[config.mk]
export PLATFORM = sky130hd
export DESIGN_NAME = alu_reservation_station
export DESIGN_NICKNAME = d
export VERILOG_FILES = /design/src/rtl/alu_reservation_station.sv
export SDC_FILE = /design/constraint.sdc
export NUM_CORES = 2
export LEC_CHECK = 0
export ABC_AREA = 1
export CORE_MARGIN = 8
export CORE_UTILIZATION = 55
export CTS_CLUSTER_DIAMETER = 80
export DETAILED_ROUTE_END_ITERATION = 16
export DONT_BUFFER_PORTS = 1
export MAX_ROUTING_LAYER = met4
export PLACE_DENSITY_LB_ADDON = 0.25
export SLEW_MARGIN = 30
export SYNTH_ARGS = -nofsm -noshare
export SYNTH_HDL_FRONTEND = slang
export SYNTH_SLANG_ARGS = --single-unit
export TNS_END_PERCENT = 30
[constraint.sdc]
create_clock -name clk -period 7.7 [get_ports clk]
set_input_delay 1.54 -clock clk [delete_from_list [all_inputs] [get_ports clk]]
set_output_delay 1.54 -clock clk [all_outputs]
set_load 0.02 [all_outputs]
[src/rtl/alu_reservation_station.sv]
// ALU reservation station.
// Holds dispatched ALU ops in a collapsing, age-ordered queue (index 0 is
// the oldest). Operands still pending are woken up from the CDB, and the
// oldest fully ready entry is moved into a registered valid/ready issue port.
module alu_reservation_station #(
    parameter int DEPTH  = 4,
    parameter int TAG_W  = 6,
    parameter int CTRL_W = 16,
    parameter int DATA_W = 64,
    localparam int CNT_W = $clog2(DEPTH + 1),
    localparam int IDX_W = $clog2(DEPTH)
) (
    input  logic              clk,
    input  logic              reset_n,
    input  logic              flush,
    input  logic              disp_valid,
    output logic              disp_ready,
    input  logic [CTRL_W-1:0] disp_ctrl,
    input  logic [TAG_W-1:0]  disp_dest_tag,
    input  logic              disp_a_rdy,
    input  logic [TAG_W-1:0]  disp_a_tag,
    input  logic [DATA_W-1:0] disp_a_val,
    input  logic              disp_b_rdy,
    input  logic [TAG_W-1:0]  disp_b_tag,
    input  logic [DATA_W-1:0] disp_b_val,
    input  logic              cdb_valid,
    input  logic [TAG_W-1:0]  cdb_tag,
    input  logic [DATA_W-1:0] cdb_value,
    output logic              issue_valid,
    input  logic              issue_ready,
    output logic [CTRL_W-1:0] issue_ctrl,
    output logic [DATA_W-1:0] issue_a,
    output logic [DATA_W-1:0] issue_b,
    output logic [TAG_W-1:0]  issue_dest_tag,
    output logic [CNT_W-1:0]  count
);

    // Registered entry state
    logic              valid_reg [DEPTH];
    logic [CTRL_W-1:0] ctrl_reg  [DEPTH];
    logic [TAG_W-1:0]  dest_reg  [DEPTH];
    logic              a_rdy_reg [DEPTH];
    logic [TAG_W-1:0]  a_tag_reg [DEPTH];
    logic [DATA_W-1:0] a_val_reg [DEPTH];
    logic              b_rdy_reg [DEPTH];
    logic [TAG_W-1:0]  b_tag_reg [DEPTH];
    logic [DATA_W-1:0] b_val_reg [DEPTH];
    logic [CNT_W-1:0]  count_reg;

    // Issue register
    logic              issue_valid_reg;
    logic [CTRL_W-1:0] issue_ctrl_reg;
    logic [DATA_W-1:0] issue_a_reg;
    logic [DATA_W-1:0] issue_b_reg;
    logic [TAG_W-1:0]  issue_dest_reg;

    // Entry state after CDB wakeup, before collapsing
    logic              wk_a_rdy [DEPTH];
    logic [DATA_W-1:0] wk_a_val [DEPTH];
    logic              wk_b_rdy [DEPTH];
    logic [DATA_W-1:0] wk_b_val [DEPTH];

    // Entry state after wakeup and collapsing
    logic              sh_valid [DEPTH];
    logic [CTRL_W-1:0] sh_ctrl  [DEPTH];
    logic [TAG_W-1:0]  sh_dest  [DEPTH];
    logic              sh_a_rdy [DEPTH];
    logic [TAG_W-1:0]  sh_a_tag [DEPTH];
    logic [DATA_W-1:0] sh_a_val [DEPTH];
    logic              sh_b_rdy [DEPTH];
    logic [TAG_W-1:0]  sh_b_tag [DEPTH];
    logic [DATA_W-1:0] sh_b_val [DEPTH];

    logic [DEPTH-1:0]  ready_vec;
    logic              sel_found;
    logic [IDX_W-1:0]  sel_idx;
    logic              can_load;
    logic              take;
    logic              disp_fire;
    logic [CNT_W-1:0]  wr_idx;

    // Dispatch bypass: operands produced on the dispatch cycle arrive ready
    logic              byp_a_hit;
    logic              byp_b_hit;
    logic              new_a_rdy;
    logic              new_b_rdy;
    logic [DATA_W-1:0] new_a_val;
    logic [DATA_W-1:0] new_b_val;

    assign byp_a_hit = cdb_valid && !disp_a_rdy && (disp_a_tag == cdb_tag);
    assign byp_b_hit = cdb_valid && !disp_b_rdy && (disp_b_tag == cdb_tag);
    assign new_a_rdy = disp_a_rdy || byp_a_hit;
    assign new_b_rdy = disp_b_rdy || byp_b_hit;
    assign new_a_val = byp_a_hit ? cdb_value : disp_a_val;
    assign new_b_val = byp_b_hit ? cdb_value : disp_b_val;

    // Full check uses only registered occupancy, never same-cycle issue
    assign disp_ready = (count_reg < CNT_W'(DEPTH));
    assign disp_fire  = disp_valid && disp_ready && !flush;
    assign can_load   = !issue_valid_reg || issue_ready;
    assign take       = can_load && sel_found && !flush;
    assign wr_idx     = count_reg - CNT_W'(take);

    generate
        for (genvar gi = 0; gi < DEPTH; gi++) begin : g_entry
            logic a_hit;
            logic b_hit;
            logic write_here;

            assign a_hit = cdb_valid && valid_reg[gi] && !a_rdy_reg[gi] && (a_tag_reg[gi] == cdb_tag);
            assign b_hit = cdb_valid && valid_reg[gi] && !b_rdy_reg[gi] && (b_tag_reg[gi] == cdb_tag);
            assign wk_a_rdy[gi] = a_rdy_reg[gi] || a_hit;
            assign wk_b_rdy[gi] = b_rdy_reg[gi] || b_hit;
            assign wk_a_val[gi] = a_hit ? cdb_value : a_val_reg[gi];
            assign wk_b_val[gi] = b_hit ? cdb_value : b_val_reg[gi];

            // Eligibility uses registered state only, so a wakeup takes a cycle
            assign ready_vec[gi] = valid_reg[gi] && a_rdy_reg[gi] && b_rdy_reg[gi];

            if (gi < DEPTH - 1) begin : g_mid
                logic shift;
                assign shift        = take && (IDX_W'(gi) >= sel_idx);
                assign sh_valid[gi] = shift ? valid_reg[gi+1] : valid_reg[gi];
                assign sh_ctrl[gi]  = shift ? ctrl_reg[gi+1]  : ctrl_reg[gi];
                assign sh_dest[gi]  = shift ? dest_reg[gi+1]  : dest_reg[gi];
                assign sh_a_rdy[gi] = shift ? wk_a_rdy[gi+1]  : wk_a_rdy[gi];
                assign sh_a_tag[gi] = shift ? a_tag_reg[gi+1] : a_tag_reg[gi];
                assign sh_a_val[gi] = shift ? wk_a_val[gi+1]  : wk_a_val[gi];
                assign sh_b_rdy[gi] = shift ? wk_b_rdy[gi+1]  : wk_b_rdy[gi];
                assign sh_b_tag[gi] = shift ? b_tag_reg[gi+1] : b_tag_reg[gi];
                assign sh_b_val[gi] = shift ? wk_b_val[gi+1]  : wk_b_val[gi];
            end else begin : g_last
                // Any removal vacates the top slot
                assign sh_valid[gi] = take ? 1'b0 : valid_reg[gi];
                assign sh_ctrl[gi]  = ctrl_reg[gi];
                assign sh_dest[gi]  = dest_reg[gi];
                assign sh_a_rdy[gi] = wk_a_rdy[gi];
                assign sh_a_tag[gi] = a_tag_reg[gi];
                assign sh_a_val[gi] = wk_a_val[gi];
                assign sh_b_rdy[gi] = wk_b_rdy[gi];
                assign sh_b_tag[gi] = b_tag_reg[gi];
                assign sh_b_val[gi] = wk_b_val[gi];
            end

            assign write_here = disp_fire && (wr_idx == CNT_W'(gi));

            // Entry update: new dispatch, else collapsed/woken contents; flush invalidates
            always_ff @(posedge clk or negedge reset_n) begin
                if (!reset_n) begin
                    valid_reg[gi] <= 1'b0;
                    ctrl_reg[gi]  <= '0;
                    dest_reg[gi]  <= '0;
                    a_rdy_reg[gi] <= 1'b0;
                    a_tag_reg[gi] <= '0;
                    a_val_reg[gi] <= '0;
                    b_rdy_reg[gi] <= 1'b0;
                    b_tag_reg[gi] <= '0;
                    b_val_reg[gi] <= '0;
                end else begin
                    if (flush) begin
                        valid_reg[gi] <= 1'b0;
                    end else begin
                        valid_reg[gi] <= write_here ? 1'b1 : sh_valid[gi];
                    end
                    if (write_here) begin
                        ctrl_reg[gi]  <= disp_ctrl;
                        dest_reg[gi]  <= disp_dest_tag;
                        a_rdy_reg[gi] <= new_a_rdy;
                        a_tag_reg[gi] <= disp_a_tag;
                        a_val_reg[gi] <= new_a_val;
                        b_rdy_reg[gi] <= new_b_rdy;
                        b_tag_reg[gi] <= disp_b_tag;
                        b_val_reg[gi] <= new_b_val;
                    end else begin
                        ctrl_reg[gi]  <= sh_ctrl[gi];
                        dest_reg[gi]  <= sh_dest[gi];
                        a_rdy_reg[gi] <= sh_a_rdy[gi];
                        a_tag_reg[gi] <= sh_a_tag[gi];
                        a_val_reg[gi] <= sh_a_val[gi];
                        b_rdy_reg[gi] <= sh_b_rdy[gi];
                        b_tag_reg[gi] <= sh_b_tag[gi];
                        b_val_reg[gi] <= sh_b_val[gi];
                    end
                end
            end
        end
    endgenerate

    // Oldest-first select: lowest ready index wins
    always_comb begin
        sel_found = 1'b0;
        sel_idx   = '0;
        for (int i = DEPTH - 1; i >= 0; i--) begin
            if (ready_vec[i]) begin
                sel_found = 1'b1;
                sel_idx   = IDX_W'(i);
            end
        end
    end

    // Occupancy counter, excluding the issue register
    always_ff @(posedge clk or negedge reset_n) begin
        if (!reset_n) begin
            count_reg <= '0;
        end else if (flush) begin
            count_reg <= '0;
        end else begin
            count_reg <= count_reg + CNT_W'(disp_fire) - CNT_W'(take);
        end
    end

    // Issue register: load winner when empty or accepted, hold while stalled
    always_ff @(posedge clk or negedge reset_n) begin
        if (!reset_n) begin
            issue_valid_reg <= 1'b0;
            issue_ctrl_reg  <= '0;
            issue_a_reg     <= '0;
            issue_b_reg     <= '0;
            issue_dest_reg  <= '0;
        end else if (flush) begin
            issue_valid_reg <= 1'b0;
        end else if (can_load) begin
            if (sel_found) begin
                issue_valid_reg <= 1'b1;
                issue_ctrl_reg  <= ctrl_reg[sel_idx];
                issue_a_reg     <= a_val_reg[sel_idx];
                issue_b_reg     <= b_val_reg[sel_idx];
                issue_dest_reg  <= dest_reg[sel_idx];
            end else begin
                issue_valid_reg <= 1'b0;
            end
        end
    end

    assign issue_valid    = issue_valid_reg;
    assign issue_ctrl     = issue_ctrl_reg;
    assign issue_a        = issue_a_reg;
    assign issue_b        = issue_b_reg;
    assign issue_dest_tag = issue_dest_reg;
    assign count          = count_reg;

endmodule

## After elaboration in Yosys (flattened, before gate mapping)

Index checks and enable logic that the tools add are counted.

- Bitwise logic cells: 2
- Reduce and logical (&&, ||, !) cells: 78
- Equality and inequality tests: 13
- Order comparisons: 5
- Add/sub/neg operators: 3
- Mux-type cells: 98

Operator list:

| kind | count |
|---|---|
| two-way mux 64 bit | 28 |
| binary-select mux 64 bit (select 2 bit) | 2 |
| two-way mux 16 bit | 8 |
| two-way mux 6 bit | 20 |
| equality test 6 bit | 10 |
| logical AND 1 bit | 43 |
| two-way mux 1 bit | 33 |
| binary-select mux 16 bit (select 2 bit) | 1 |
| nonzero test 3 bit | 6 |
| binary-select mux 6 bit (select 2 bit) | 1 |
| zero test 1 bit | 12 |
| logical OR 1 bit | 11 |
| two-way mux 2 bit | 4 |
| nonzero test 2 bit | 4 |
| equality test 3 x 2 -> 1 bit (second input constant) | 2 |
| subtractor 3 x 1 -> 3 bit | 2 |
| greater-or-equal comparator 1 x 2 -> 1 bit (first input constant) | 2 |
| adder 3 x 1 -> 3 bit | 1 |
| equality test 3 x 1 -> 1 bit (second input constant) | 1 |
| greater-or-equal comparator 3 bit (second input constant) | 1 |
| zero test 3 bit | 1 |
| < comparator 3 bit (second input constant) | 1 |
| two-way mux 3 bit | 1 |
| inverter 2 -> 3 bit | 1 |
| other kinds (3) | 3 |

- Flip-flop bits (word level): 814
- Input bits: 240
- Word-level logic and storage cells: 241

## Longest topological paths before layout

- Depth in word-level cells: 13
- Gate-level depth with buffers: 19
- Depth with buffers taken out: 16

## Worst setup path before layout

No wires, ideal clock.

- Kind: input to register
- Start: input port issue_ready
- End: register a_tag_reg[10] in the netlist's numbering
- Setup time: 135 ps
- Data required time: 7565 ps
- Arrival time: 3717 ps
- Setup slack: 3848 ps
- Cell stages on the path: 17
- Buffers on the path: 3
- Cell sequence: nor2_1 inv_1 nand2_1 nor2_4 clkbuf_1 ha_1 ha_1 xnor2_2 nand2_1 nor2_2 inv_2 nand2_2 inv_2 buf_4 buf_2 nand2_1 o211ai_1

- Cells in the longest elaborated chain, start to end: 7
- Elaborated cells between the ends (all ways): 9
- Those cells by class: add/sub (1); eq/ne (1); mux (1); reduce/logical (6)

RTL lines:

| what | line | source |
|---|---|---|
| start, declared | 30 | `input logic issue_ready,` |
| logical OR 1 bit * | 100 | `assign can_load = !issue_valid_reg \|\| issue_ready;` |
| logical AND 1 bit * (2 in series) | 101 | `assign take = can_load && sel_found && !flush;` |
| subtractor 3 x 1 -> 3 bit | 102 | `assign wr_idx = count_reg - CNT_W'(take);` |
| equality test 3 x 2 -> 1 bit | 145 | `assign write_here = disp_fire && (wr_idx == CNT_W'(gi));` |
| logical AND 1 bit | 145 |  |
| two-way mux 6 bit / nonzero test 2 bit (equally long branches) | n/a |  |
| end signal, assigned by index | 169 | `a_tag_reg[gi] <= disp_a_tag;` |
| end signal, assigned by index | 178 | `a_tag_reg[gi] <= sh_a_tag[gi];` |
| end, declared | 43 | `logic [TAG_W-1:0] a_tag_reg [DEPTH];` |

Every way passes the cells marked *; elsewhere a longest branch is shown, timed or not.
A chain may end at the register's enable or synchronous reset.

## Final worst setup path

- Start: input port issue_ready
- End: register a_val_reg[213] in the netlist's numbering

- Cells in the longest elaborated chain, start to end: 7
- Elaborated cells between the ends (all ways): 10
- Those cells by class: add/sub (1); mux (2); reduce/logical (7)

RTL lines:

| what | line | source |
|---|---|---|
| logical OR 1 bit * | 100 |  |
| logical AND 1 bit * (2 in series) | 101 |  |
| subtractor 3 x 1 -> 3 bit | 102 |  |
| zero test 3 bit | 145 |  |
| logical AND 1 bit | 145 |  |
| nonzero test 3 bit (no line) / two-way mux 64 bit (equally long branches) | n/a |  |
| end signal, assigned by index | 170 | `a_val_reg[gi] <= new_a_val;` |
| end signal, assigned by index | 179 | `a_val_reg[gi] <= sh_a_val[gi];` |
| end, declared | 44 | `logic [DATA_W-1:0] a_val_reg [DEPTH];` |

Marks and branches as above.

==> results.md <==
- Status: complete, no violations
- Worst Hold Class: flop to flop
- Die width: 314 microns
- Die Y: 314 microns
- Sequential share of power: 43.2%
- Worst Reg-to-Reg Cells: 15
- Slew Limit Fails: 0
- Hpwl dp: 107000 microns
- Critical path buffer and inverter count: 5
- Worst skew pair latency: 0.68 ns
- Vias in the first global route: 48300
- Cell leakage power: 26.5 nW
- First-pass GRT wire length: 288000 microns
- Setup CP Type: primary input to flop
- Hold Crit Start: b_val_reg[227]$_DFFE_PN0P_
- Sink Count: 814
- Most frequent cells in the layout: 2554 x nand2_1, 1014 x nand3_1, 814 x dfrtp_1
- Antenna Violating Nets Remaining: 0
- Setup Buffers After CTS: 0
- # rows: 109
- I/O Buffers: 0
- GR Util All Layers: 38.2%
- Reg clk slew, reported paths: 0.06 ns
- Slew margin rel.: 27.3%
- Maximum fanout along the worst path: 37
- Comb pwr share: 32.0%
- Sequential fraction of the synthesis area: 41.6%
- Hold Crit Depth: 2
- Crit-path slowest cell: inv_2
- Synth cell types: 37
- Worst path max stage delay: 0.68 ns
- Crit. End Element: flop
- Measured slew at the worst slew-check pin: 1.09 ns
- Placer Congestion: 0.904
- Worst r2r src: a_rdy_reg[3]$_DFF_PN0_
- Final hold slack: 0.476 ns
- Initial Util: 55.4%
- Max-Cap Viols: 0
- Total negative slack: 0 ns
- Resize count post-CTS: 0
- 1st-iter DRT viols: 7240
- Largest net degree at the start of global routing: 815
- DR pass1 iterations: 9
- Post-Syn Area per Cell: 6.74 sq um
- P&R area growth vs syn: 6.98%
- Crit path cell chain: nor2_1 -> inv_1 -> nand3_1 -> inv_2 -> nand2_4 -> nand2_2 -> inv_2 -> nand2_4 -> inv_2 -> buf_4 -> nand2_1 -> nand2_1
- Max VDD drop: 0.278 mV
- Final hold violations: 0
- Core box area: 88200 sq um
- CTS root buffer: clkbuf_16
- Residual DRC: 0
- Clock power share: 24.8%
- Most common cell after layout, fill and taps aside: nand2_1
- Vias/cell: 6.19
- Wirelength per Cell: 23.3 microns
- PD cells: 350 nW/um^2
- Synth Warn #: 0
- #FFs+latches synth: 814
- Family with the most delay on the worst path: simple AND/OR/NAND/NOR gates
- Unrepaired setup endpoints after global routing: no
- CTS tree: done
- Internal power: 10.8 mW
- Reg2reg end: a_val_reg[213]$_DFFE_PN0P_
- Most used cell, CP: inv_2
- DR vias: 50600
- CP Launch Type: primary input
- Final period util: 64.4%
- Final core occ: 59.3%
- Final setup vio count: 0
- Post-Syn Area: 48900 sq um
- Post-CTS Hold Buffers: 0
- Num CTS Buffers: 93
- Final Critical Period: 4.96 ns
- Critical Path AT: 5.56 ns
- F_max: 202 MHz
- Post-Syn Instances: 7254
- Clk_skew: 0.0245 ns
- Routed Wire Length: 190000 microns
- Die area: 98700 sq um
- R2r setup slk: 3.01 ns
- WHS Endpoint: b_val_reg[227]$_DFFE_PN0P_
- Synthesized Nets: 7499
- Share of cells above drive strength 1: 5.58%
- Switching part of the total power: 41.0%
- H-tree depth: 3
- Clock Tree Buf Depth: 3
- Final nets: 7161
- Critical path required time: 8.30 ns
- Switching power total: 7.49 mW
- Antenna violations before repair: 13
- Total congestion overflow: 0
- IO Pins: 395
## worst register-to-register path: cells and delay by family (launching register included)
family                   cells  cell delay (ns)
AND/OR/NAND/NOR              9             1.90
flip-flops                   1             0.41
adder cells (fa/ha/maj)      2             0.41
XOR/XNOR                     1             0.21
buffers and inverters        3             1.68
## how the worst max path moves through the flow
| stage | from | end | depth (start not counted) |
|---|---|---|---|
| after floorplan | issue_ready | a_tag_reg[10]$_DFFE_PN0P_ | 17 |
| after global placement | issue_ready | a_val_reg[165]$_DFF_PN0_ | 15 |
| after detailed placement | issue_ready | a_val_reg[213]$_DFFE_PN0P_ | 12 |
| after CTS | issue_ready | a_val_reg[213]$_DFFE_PN0P_ | 12 |
| after global routing | issue_ready | a_val_reg[213]$_DFFE_PN0P_ | 12 |
| final | issue_ready | a_val_reg[213]$_DFFE_PN0P_ | 12 |
## power by group through the flow
stage          registers [mW]  clock network (mW)  logic, mW
2_1_floorplan            7.44                   0       4.43
3_3_place_gp             7.90                   0       5.45
3_5_place_dp             7.95                   0       5.60
4_1_cts                  7.89                4.55       5.66
5_1_grt                  8.12                4.72       6.66
6_report                 7.91                4.54       5.85
## metrics by stage
| step | area [sq um] | setup WS [ns] | total power, mW | cells |
|---|---|---|---|---|
| after detailed placement | 49000 | 2.33 | 13.6 | 7979 |
| after global placement | 48900 | 2.13 | 13.4 | 7975 |
| final | 52300 | 2.74 | 18.3 | 8169 |
| after CTS | 52100 | 2.99 | 18.1 | 8149 |
| after floorplan | 48900 | 3.85 | 11.9 | 7254 |
| after global routing | 52300 | 2.72 | 19.5 | 8169 |
## cell usage after synthesis (all sizes together)
cell    instances  area [sq um]
or2            90           563
dfrtp         814         20400
buf           284          1470
a21oi         672          3400
xor2            7          61.3
nand3b          6          45.0
nor2          196           758
nand3        1018          5100
inv           678          2540
nand2        2566          9650
o211ai         52           390
a31oi           2          12.5
nand4         130           828
ha              4          50.1
xnor2          27           244
fa              1          20.0
clkinv         31           116
o22ai           1          6.26
clkbuf        232           871
o221ai         52           455
nor3            1          5.00
o21ai         389          1950
o221a           1          11.3
## cell families after synthesis
family | Yosys count | share of synthesized area (%)
compound gates | 1169 | 12.7
xor+xnor | 34 | 0.624
fa+ha+maj | 5 | 0.143
buf+inv | 1225 | 10.2
flops | 814 | 41.6
simple gates | 4007 | 34.6
## final cells by class
type	count	area (sq um)
Fill cell	8264	35900
Multi-Input combinational cell	5215	23800
Sequential cell	814	20400
Inverter	709	2700
Clock buffer	129	2610
Tap cell	1165	1460
Timing Repair Buffer	83	955
Clock inverter	41	444
Antenna cell	13	32.5
## per-layer routing
layer  share of wire (%)  GRT usage (%)  routed length (microns)  up-vias
li1                    -              -                        -    22800
met1                  38           49.0                    71500    23500
met2                  43           55.1                    80800     3562
met3                  14           11.1                    27100      740
met4                 5.5           19.0                    10500        0
met5                   0              -                        0        -
Note: power is estimated with default switching activity, not from simulation.
